--- config.mk ---
export PLATFORM = sky130hd
export DESIGN_NAME = led_rotate_ctrl
export DESIGN_NICKNAME = d
export VERILOG_FILES = /design/src/rtl/led_rotate_ctrl.sv
export SDC_FILE = /design/constraint.sdc
export NUM_CORES = 1
export LEC_CHECK = 0
export BUFFER_PORTS_ARGS = -buffer_cell sky130_fd_sc_hd__buf_2
export CELL_PAD_IN_SITES_DETAIL_PLACEMENT = 1
export CELL_PAD_IN_SITES_GLOBAL_PLACEMENT = 1
export CORE_MARGIN = 3
export CORE_UTILIZATION = 40
export CTS_BUF_LIST = sky130_fd_sc_hd__clkbuf_4 sky130_fd_sc_hd__clkbuf_8
export DETAILED_ROUTE_END_ITERATION = 10
export GPL_TIMING_DRIVEN = 0
export PLACE_DENSITY = 0.95
export SETUP_SLACK_MARGIN = 0.3
export SLEW_MARGIN = 20
export SYNTH_ARGS = -nofsm -noshare
export SYNTH_HDL_FRONTEND = slang
export SYNTH_SLANG_ARGS = --single-unit
--- constraint.sdc ---
create_clock -name clk -period 2.4 [get_ports clk]
set_input_delay 0 -clock clk [delete_from_list [all_inputs] [get_ports clk]]
set_output_delay 0 -clock clk [all_outputs]
set_load 0.01 [all_outputs]
--- src/rtl/led_rotate_ctrl.sv ---
// led_rotate_ctrl: prescaled rotating LED flip-flop bank
// idle/run/pause control, direction select and parallel load
module led_rotate_ctrl #(
  parameter int WIDTH = 8,
  parameter int DIV = 4,
  parameter logic [WIDTH-1:0] INIT = {{(WIDTH-1){1'b0}}, 1'b1}
) (
  input  logic             clk,
  input  logic             rst_n,
  input  logic             start,
  input  logic             pause,
  input  logic             stop,
  input  logic             dir,
  input  logic             load,
  input  logic [WIDTH-1:0] load_val,
  output logic [WIDTH-1:0] led,
  output logic             step,
  output logic             busy
);

  localparam int CW = (DIV > 1) ? $clog2(DIV) : 1;
  localparam logic [CW-1:0] LAST = CW'(DIV - 1);

  typedef enum logic [1:0] {
    IDLE  = 2'd0,
    RUN   = 2'd1,
    PAUSE = 2'd2
  } state_t;

  state_t           state;
  state_t           state_d;
  logic [CW-1:0]    cnt;
  logic [CW-1:0]    cnt_d;
  logic [WIDTH-1:0] led_d;
  logic             rot;
  logic             busy_d;

  // rotation edge: running, prescaler at terminal count, no load
  assign rot = (state == RUN) && (cnt == LAST) && !load;

  // state register
  always_ff @(posedge clk or negedge rst_n) begin
    if (!rst_n) begin
      state <= IDLE;
    end else begin
      state <= state_d;
    end
  end

  // next state: stop beats pause beats start; bad codes fall to idle
  always_comb begin
    state_d = IDLE;
    priority case (1'b1)
      stop:
        state_d = IDLE;
      pause && (state == RUN):
        state_d = PAUSE;
      start && (state == IDLE || state == PAUSE):
        state_d = RUN;
      (state == IDLE || state == RUN || state == PAUSE):
        state_d = state;
      default:
        state_d = IDLE;
    endcase
  end

  // busy follows the state being entered
  always_comb begin
    busy_d = (state_d == RUN) || (state_d == PAUSE);
  end

  // prescaler: cleared by load/stop, counts in run, frozen in pause
  always_comb begin
    cnt_d = '0;
    priority case (1'b1)
      load, stop:
        cnt_d = '0;
      state == RUN:
        cnt_d = (cnt == LAST) ? '0 : cnt + CW'(1);
      state == PAUSE:
        cnt_d = cnt;
      default:
        cnt_d = '0;
    endcase
  end

  // bank update: load wins over rotation, otherwise hold
  always_comb begin
    led_d = led;
    priority case (1'b1)
      load:
        led_d = load_val;
      rot && !dir:
        led_d = {led[WIDTH-2:0], led[WIDTH-1]};
      rot && dir:
        led_d = {led[0], led[WIDTH-1:1]};
      default:
        led_d = led;
    endcase
  end

  // datapath and registered outputs
  always_ff @(posedge clk or negedge rst_n) begin
    if (!rst_n) begin
      cnt  <= '0;
      led  <= INIT;
      step <= 1'b0;
      busy <= 1'b0;
    end else begin
      cnt  <= cnt_d;
      led  <= led_d;
      step <= rot;
      busy <= busy_d;
    end
  end

endmodule

Yosys cells after proc, flatten, opt, wreduce, memory -nomap -nowiden
Index checks and enable logic that the tools add are counted.
Storage, ports and cells
  register bits: 14
  input port bits: 15
  logic and storage cells: 38
Cells by class
  $add $sub $neg: 1
  equal/unequal tests: 6
  muxes and demuxes: 11
  reduce and logical (&&, ||, !) cells: 15
Operators with widths (number)
  8-bit two-way mux: 3
  2-bit two-way mux: 8
  2-bit equality test, second input constant: 3
  1-bit logical AND: 6
  2-bit by 1-bit equality test with 1-bit output, second input constant: 2
  1-bit logical OR: 4
  3-bit by 2-bit != test with 1-bit output, second input constant: 1
  3-bit nonzero test: 1
  2-bit by 1-bit adder with 2-bit output, second input constant: 1
  1-bit logical NOT: 2
  2-bit logical NOT: 1
  2-bit OR reduction: 1

Longest topological paths before layout
Gate-level depths: netlist of the first run.
  depth after elaboration: 9
  gate-level depth with buffers: 5
  depth with buffers taken out: 4

Worst setup path before layout of the first run
No wires, ideal clock.
  path kind: reg-to-reg
  from: reg cnt[0]
  to: reg led[1]
  arrival time: 1.048 ns
  path slack: 1.227 ns
  stages on the path, launching flop included: 6
  period minus slack after synthesis: 1.173 ns
  cell sequence: dfrtp_1 > ha_1 > and3b_1 > buf_6 > nor2_1 > o31ai_1
On the way
  longest elaborated chain between the ends: 6
  elaborated cells between the ends (all ways): 8
  classes of those cells: eq/ne (1); mux (2); reduce/logical (5)
Ends and longest elaborated chain
  from (decl): RTL line 32  | logic [CW-1:0] cnt;
  from (signal assigned): RTL line 110  | cnt <= cnt_d;
  2-bit equality test *: RTL line 39  | assign rot = (state == RUN) && (cnt == LAST) && !load;
  1-bit logical AND * (2 in a row): RTL line 39
  1-bit logical AND: RTL line 93  | rot && !dir:
  8-bit two-way mux (2 in a row): RTL line 90  | priority case (1'b1)
  to (signal assigned): RTL line 111  | led <= led_d;
  to (decl): RTL line 16  | output logic [WIDTH-1:0] led,
Every way passes the cells marked *; elsewhere a longest branch is shown, timed or not.
A chain may end at the register's enable or synchronous reset.

Worst setup path in the final report of the first run
  from: reg state[0]
  to: reg busy
On the way
  longest elaborated chain between the ends: 9
  elaborated cells between the ends (all ways): 15
  classes of those cells: eq/ne (4); mux (4); reduce/logical (7)
Ends and longest elaborated chain
  from (decl): RTL line 30  | state_t state;
  from (signal assigned): RTL line 46  | state <= state_d;
  2-bit by 1-bit equality test with 1-bit output / 2-bit logical NOT (equally long branches): RTL line 56, 60, 58
  1-bit logical OR (2 in a row): RTL line 60  | (state == IDLE || state == RUN || state == PAUSE):
  2-bit two-way mux (2 in a row): RTL line 53  | priority case (1'b1)
  2-bit two-way mux * (2 in a row): RTL line 53
  2-bit by 1-bit equality test with 1-bit output / 2-bit equality test (equally long branches): RTL line 69  | busy_d = (state_d == RUN) || (state_d == PAUSE);
  1-bit logical OR *: RTL line 69
  named net busy_d: RTL line 36  | logic busy_d;
  to (signal assigned): RTL line 113  | busy <= busy_d;
  to (decl): RTL line 18  | output logic busy
The timed path passes the listed nets; every way through them passes the cells marked *.

==> results.sh, run 1 <==
export IMPL_hpwl_um=1500
export IMPL_p_per_area_nw_per_um2=526
export IMPL_antenna_found_initial=0
export IMPL_wl_per_cell_um=15.9
export IMPL_grt_first_pass_wirelength_um=3850
export IMPL_min_period_ps=1610
export IMPL_die_y_um=49.1
export IMPL_yosys_area_share_simple_pct=20.7
export IMPL_dr_pass1_iters=4
export IMPL_cp_start_kind="flop"
export IMPL_fillers=193
export IMPL_setup_viol=0
export IMPL_finalSetupTns_ps=0
export IMPL_final_common_cell="buf_2"
export IMPL_stdcell_count=141
export IMPL_synth_xor_area_share_pct=0
export IMPL_status="finished clean"
export IMPL_vias_per_cell=5.38
export IMPL_maxSlewHeadroom_pct=78.8
export IMPL_synth_avg_cell_area_um2=9.53
export IMPL_drt_first_iter_violations=14
export IMPL_fmax_ghz=0.622
export IMPL_yosysUniqueCellTypes=22
export IMPL_routed_wl_um=2240
export IMPL_layout_nets=134
export IMPL_drv_cap=0
export IMPL_yosysSeqAreaShare_pct=47.3
export IMPL_slowest_stage="dlygate4sd3_1"
export IMPL_ir_drop_v=0.000365
export IMPL_via_count=758
export IMPL_n_antenna_cell=0
export IMPL_crit_required_ps=2630
export IMPL_die_area_um2=2410
export IMPL_synth_area_um2=743
export IMPL_area_growth_pct=40.6
export IMPL_fp_dieW_um=49.1
export IMPL_p_leak_nw=0.492
export IMPL_cts_buffers=3
export IMPL_clk_pin_slew_ps=80
export IMPL_cts_root_buffer_cell="clkbuf_4"
export IMPL_htreeDepth=1
export IMPL_syn_nets=94
export IMPL_gp_congestion=0.765
export IMPL_timing_final_max_slew_violations=0
export IMPL_clk_path_buf_depth=2
export IMPL_cp_arrival_ps=1840
export IMPL_hold_viol_final=0
export IMPL_synthMuxAreaShare_pct=1.35
export IMPL_drc=0
export IMPL_hold_path_class="input pin to flop"
export IMPL_ys_seq_elements=14
export IMPL_grt_usage_pct=20.8
export IMPL_grt_pass1_vias=803
export IMPL_critPathMaxStageDelay_ps=550
export IMPL_synth_top_family_by_area="compound AO/OA/AOI/OAI gates"
export IMPL_gr_total_overflow=0
export IMPL_synth_fa_ha_area_share_pct=1.68
export IMPL_ant_nets=0
export IMPL_dp_cells=125
export IMPL_postCtsSetupBuffers=0
export IMPL_numPortBuffers=23
export IMPL_synth_cells=78
export IMPL_rsz0062_at_grt="no"
export IMPL_ys_warn_count=0
export IMPL_io_pins=25
export IMPL_worstPathCellList="nor2b_1 > nand2_1 > a31oi_1 > dlygate4sd3_1"
export IMPL_core_region_area_um2=1630
export IMPL_worst_pin_slew_ps=318
export IMPL_drive_above_1_share_pct=29.9
export IMPL_grt_max_degree=15
export IMPL_finalHoldWorstSlack_ps=7.82
export IMPL_cts_tree="yes"
export IMPL_start_util_pct=45.6
export IMPL_clkSinkCount=14
export IMPL_clk_latency_ps=290
export IMPL_rows=14
export IMPL_path_class="flop to flop"
export IMPL_rrSetupSlack_ps=790
export IMPL_fin_crit_sh_pct=67.0
export IMPL_synth_compound_area_share_pct=24.7
export IMPL_fin_skew_ps=2.73
export IMPL_critical_path_max_fanout=5
export IMPL_end_kind="flop"
export IMPL_rr_worst_depth=4
export IMPL_holdPathStages=3
export IMPL_layout_common_cells="buf_2, dfrtp_1, nor2_1, dlygate4sd3_1, nand2_1"
-- logic make-up (layout without fill, tap and decap cells) --
group | after synthesis | in the layout
compound gates | 25 | 25
fa+ha+maj | 1 | 1
buf+inv | 5 | 44
flops | 14 | 14
mux | 1 | 1
simple gates | 32 | 32
-- area by class of cell --
cell class                 instances  area, um^2  share of cell area (%)
multi-input combinational         59         360                    34.5
sequential                        14         352                    33.7
timing repair buffer              35         235                    22.5
clock buffer                       4        36.3                    3.47
buffer                             5        31.3                    2.99
tap                               24        30.0                    2.87
-- metrics by stage --
stage          worst slack, ps  cell area [um^2]  util [%]  power [mW]
6_report                   792              1040      64.1       0.550
5_1_grt                    664              1040      64.1       0.580
3_5_place_dp              1100               888      54.5       0.362
3_3_place_gp              1170               888      54.5       0.357
2_1_floorplan             1230               743         -       0.319
4_1_cts                    791              1040      64.1       0.555
-- flip-flops by register name, summed over array words and instances (netlist names) --
| register | count |
|---|---|
| led | 8 |
| cnt | 2 |
| state | 2 |
| busy | 1 |
| step | 1 |
-- Yosys cell counts, drive strengths merged --
master | count | area, um^2
o21a | 5 | 37.5
ha | 1 | 12.5
nor3 | 2 | 10.0
buf | 4 | 26.3
o31ai | 8 | 60.1
nand2b | 1 | 6.26
nor2 | 13 | 51.3
a211oi | 8 | 60.1
dfrtp | 13 | 325
a21oi | 1 | 5.00
mux2i | 1 | 10.0
nand2 | 9 | 33.8
and3b | 1 | 8.76
dfstp | 1 | 26.3
a22oi | 2 | 15.0
a31oi | 1 | 6.26
nor2b | 4 | 25.0
clkbuf | 1 | 5.00
and2b | 1 | 7.51
nand3b | 1 | 11.3
-- worst max-delay path, delay by kind of cell, from the launching register on --
family	cells	cell delay, ps
compound gates	1	160
buf+inv	1	550
flops	1	450
simple gates	2	380
-- path summary, 6_finish.rpt --
path,start,endpoint
setup / recovery,state[0]$_DFF_PN0_,busy$_DFF_PN0_
hold / removal,start,state[0]$_DFF_PN0_
setup reg to reg,state[0]$_DFF_PN0_,busy$_DFF_PN0_
hold reg to reg,led[0]$_DFFE_PN1P_,led[0]$_DFFE_PN1P_
max in group asynchronous,rst_n,led[0]$_DFFE_PN1P_
min in group asynchronous,rst_n,led[1]$_DFFE_PN0P_
-- metal layers --
layer / routed length [um] / part of all wire, % / track usage (%)
met1: 918 / 41 / 25.3
met2: 1130 / 50 / 33.7
met3: 151 / 6.7 / 5.50
met4: 38 / 1.7 / 9.95
met5: 0 / 0 / 0
-- what timing repair did --
action / in CTS / in global routing
resized for setup: 0 / 0
hold buffers: 12 / 0
endpoints found under the hold margin: 27 / 0
-- power by group --
part | leakage [nW] | internal, mW | total (mW) | switching (mW)
Sequential | 0.177 | 0.253 | 0.270 | 0.0176
Clock | 0.0210 | 0.0926 | 0.173 | 0.0809
Combinational | 0.294 | 0.0531 | 0.106 | 0.0529
Total | 0.492 | 0.398 | 0.550 | 0.151
Power figures use the tool's default switching activity.
==> run 2, diff against run 1 <==
--- a/config.mk
+++ b/config.mk
@@ -9,11 +9,11 @@
 export CELL_PAD_IN_SITES_DETAIL_PLACEMENT = 1
 export CELL_PAD_IN_SITES_GLOBAL_PLACEMENT = 1
 export CORE_MARGIN = 3
-export CORE_UTILIZATION = 40
+export CORE_UTILIZATION = 34
 export CTS_BUF_LIST = sky130_fd_sc_hd__clkbuf_4 sky130_fd_sc_hd__clkbuf_8
 export DETAILED_ROUTE_END_ITERATION = 10
 export GPL_TIMING_DRIVEN = 0
-export PLACE_DENSITY = 0.95
+export PLACE_DENSITY = 0.88
 export SETUP_SLACK_MARGIN = 0.3
 export SLEW_MARGIN = 20
 export SYNTH_ARGS = -nofsm -noshare
==> constraint.sdc (replaced) <==
create_clock -name clk -period 1.4 [get_ports clk]
set_input_delay 0 -clock clk [delete_from_list [all_inputs] [get_ports clk]]
set_output_delay 0 -clock clk [all_outputs]
set_load 0.01 [all_outputs]
==> results.sh, run 2 (synthesis results as in run 1) <==
export IMPL_status="finished clean"
export IMPL_area_growth_pct=49.2
export IMPL_p_switching_mw=0.266
export IMPL_largest_reg_flops=8
export IMPL_fin_crit_sh_pct=94.2
export IMPL_post_route_cell_area_um2=1110
export IMPL_dp_cells=128
export IMPL_top_register="led"
export IMPL_vias_per_cell=5.23
export IMPL_finalSetupTns_ps=0
export IMPL_critPathTopFamily="flip-flops"
export IMPL_end_kind="flop"
export IMPL_ir_drop_v=0.000477
export IMPL_reg_top3="led x8, cnt x2, state x2"
export IMPL_rsz0062_at_grt="yes"
export IMPL_start_util_pct=36.8
export IMPL_critPathMaxStageDelay_ps=420
export IMPL_swShare_pct=27.9
export IMPL_combPwrFrac_pct=19.7
export IMPL_finalHoldWorstSlack_ps=8.78
export IMPL_n_antenna_cell=0
export IMPL_min_period_ps=1320
export IMPL_layout_nets=134
export IMPL_ant_nets=0
export IMPL_p_per_area_nw_per_um2=862
export IMPL_worstPathCellList="ha_4 > and3b_1 > buf_6 > nor2_4 > o31ai_4"
export IMPL_fp_dieW_um=52.8
export IMPL_hold_path_class="input pin to flop"
export IMPL_critical_path_max_fanout=8
export IMPL_clkSinkCount=14
export IMPL_stdcell_count=144
export IMPL_hpwl_um=1430
export IMPL_multi_input_area_um2=422
export IMPL_cts_root_buffer_cell="clkbuf_4"
export IMPL_gr_total_overflow=0
export IMPL_dr_pass1_iters=4
export IMPL_via_count=753
export IMPL_fmax_ghz=0.759
export IMPL_antenna_found_initial=0
export IMPL_fillers=247
export IMPL_drt_first_iter_violations=6
export IMPL_drive_above_1_share_pct=38.5
export IMPL_maxSlewHeadroom_pct=77.4
export IMPL_setup_viol=0
export IMPL_cts_buffers=3
export IMPL_io_pins=25
export IMPL_clk_pin_slew_ps=100
export IMPL_timing_final_max_slew_violations=0
export IMPL_path_class="flop to flop"
export IMPL_power_total_mw=0.955
export IMPL_postLayoutCoreUtil_pct=54.8
export IMPL_routed_wl_um=2110
export IMPL_cp_arrival_ps=1510
export IMPL_clk_path_buf_depth=2
export IMPL_p_int_mw=0.689
export IMPL_die_y_um=52.8
export IMPL_crit_required_ps=1590
export IMPL_final_common_cell="buf_2"
export IMPL_worst_pin_slew_ps=339
export IMPL_clk_latency_ps=290
export IMPL_grt_first_pass_wirelength_um=3340
export IMPL_grt_max_degree=15
export IMPL_dpl_worst_slack_ps=129
export IMPL_worst_slack_ps=81.8
export IMPL_grt_usage_pct=16.5
export IMPL_p_leak_nw=0.524
export IMPL_p_seq_share_pct=48.7
export IMPL_slowest_stage="dfrtp_1"
export IMPL_postPlaceCellArea_um2=895
export IMPL_rows=16
export IMPL_clkPwrFrac_pct=31.5
export IMPL_core_region_area_um2=2020
export IMPL_htreeDepth=1
export IMPL_numPortBuffers=23
export IMPL_drc=0
export IMPL_die_area_um2=2780
export IMPL_cp_num_buf_inv=1
export IMPL_cp_start_kind="flop"
export IMPL_wl_per_cell_um=14.6
export IMPL_hold_viol_final=0
export IMPL_cts_tree="yes"
export IMPL_gp_congestion=0.720
export IMPL_grt_pass1_vias=761
export IMPL_drv_cap=0
export IMPL_fin_skew_ps=11.2
export IMPL_seqCellArea_um2=353
export IMPL_layout_common_cells="buf_2, dfrtp_1, nor2_1, dlygate4sd3_1, nand2_1"
==> run 2: worst register-to-register path: stages, from the launching register on <==
cell	delay [ps]
dfrtp_1	420
ha_4	180
and3b_1	190
buf_6	140
nor2_4	50
o31ai_4	240
==> run 2: worst paths after layout <==
path / end / from / slack, ps / cells after the start
worst max-delay path: led[1]$_DFFE_PN0P_ / cnt[0]$_DFFE_PN0P_ / 80 / 5
worst min-delay path: state[0]$_DFF_PN0_ / start / 9 / 3
worst max register to register: led[1]$_DFFE_PN0P_ / cnt[0]$_DFFE_PN0P_ / 80 / 5
worst min register to register: led[0]$_DFFE_PN1P_ / led[0]$_DFFE_PN1P_ / 590 / 2
max in group asynchronous: led[0]$_DFFE_PN1P_ / rst_n / 950 / 2
min in group asynchronous: led[7]$_DFFE_PN0P_ / rst_n / 150 / 2
==> run 2: per-layer routing <==
metal  vias up  part of all wire, %  wire [um]  track usage [%]
met5         -                    0          0                0
met4         0                  1.5         31             6.38
met3         4                  3.8         81             2.56
met2        19                   54       1150             31.2
met1       371                   40        847             17.9
li1        359                    -          -                -
==> run 2: final cells by class <==
class / count / share of cell area [%]
flip-flops and latches: 14 / 31.8
well taps: 27 / 3.05
plain buffers: 5 / 2.82
repair buffers: 35 / 21.0
multi-input cells: 59 / 38.0
clock buffers: 4 / 3.27
==> run 2: what timing repair did <==
action	CTS	global route
pin swaps	0	2
setup buffers	0	1
endpoints found under the setup margin	8	12
hold buffers	11	0
resized for setup	3	9
endpoints found under the hold margin	27	0
gates cloned	0	0
==> run 2: power groups by stage <==
stage | combinational [mW] | sequential [mW] | clock, mW
3_5_place_dp | 0.150 | 0.470 | 0
6_report | 0.188 | 0.466 | 0.301
3_3_place_gp | 0.145 | 0.468 | 0
5_1_grt | 0.208 | 0.471 | 0.323
4_1_cts | 0.175 | 0.464 | 0.314
2_1_floorplan | 0.0715 | 0.475 | 0
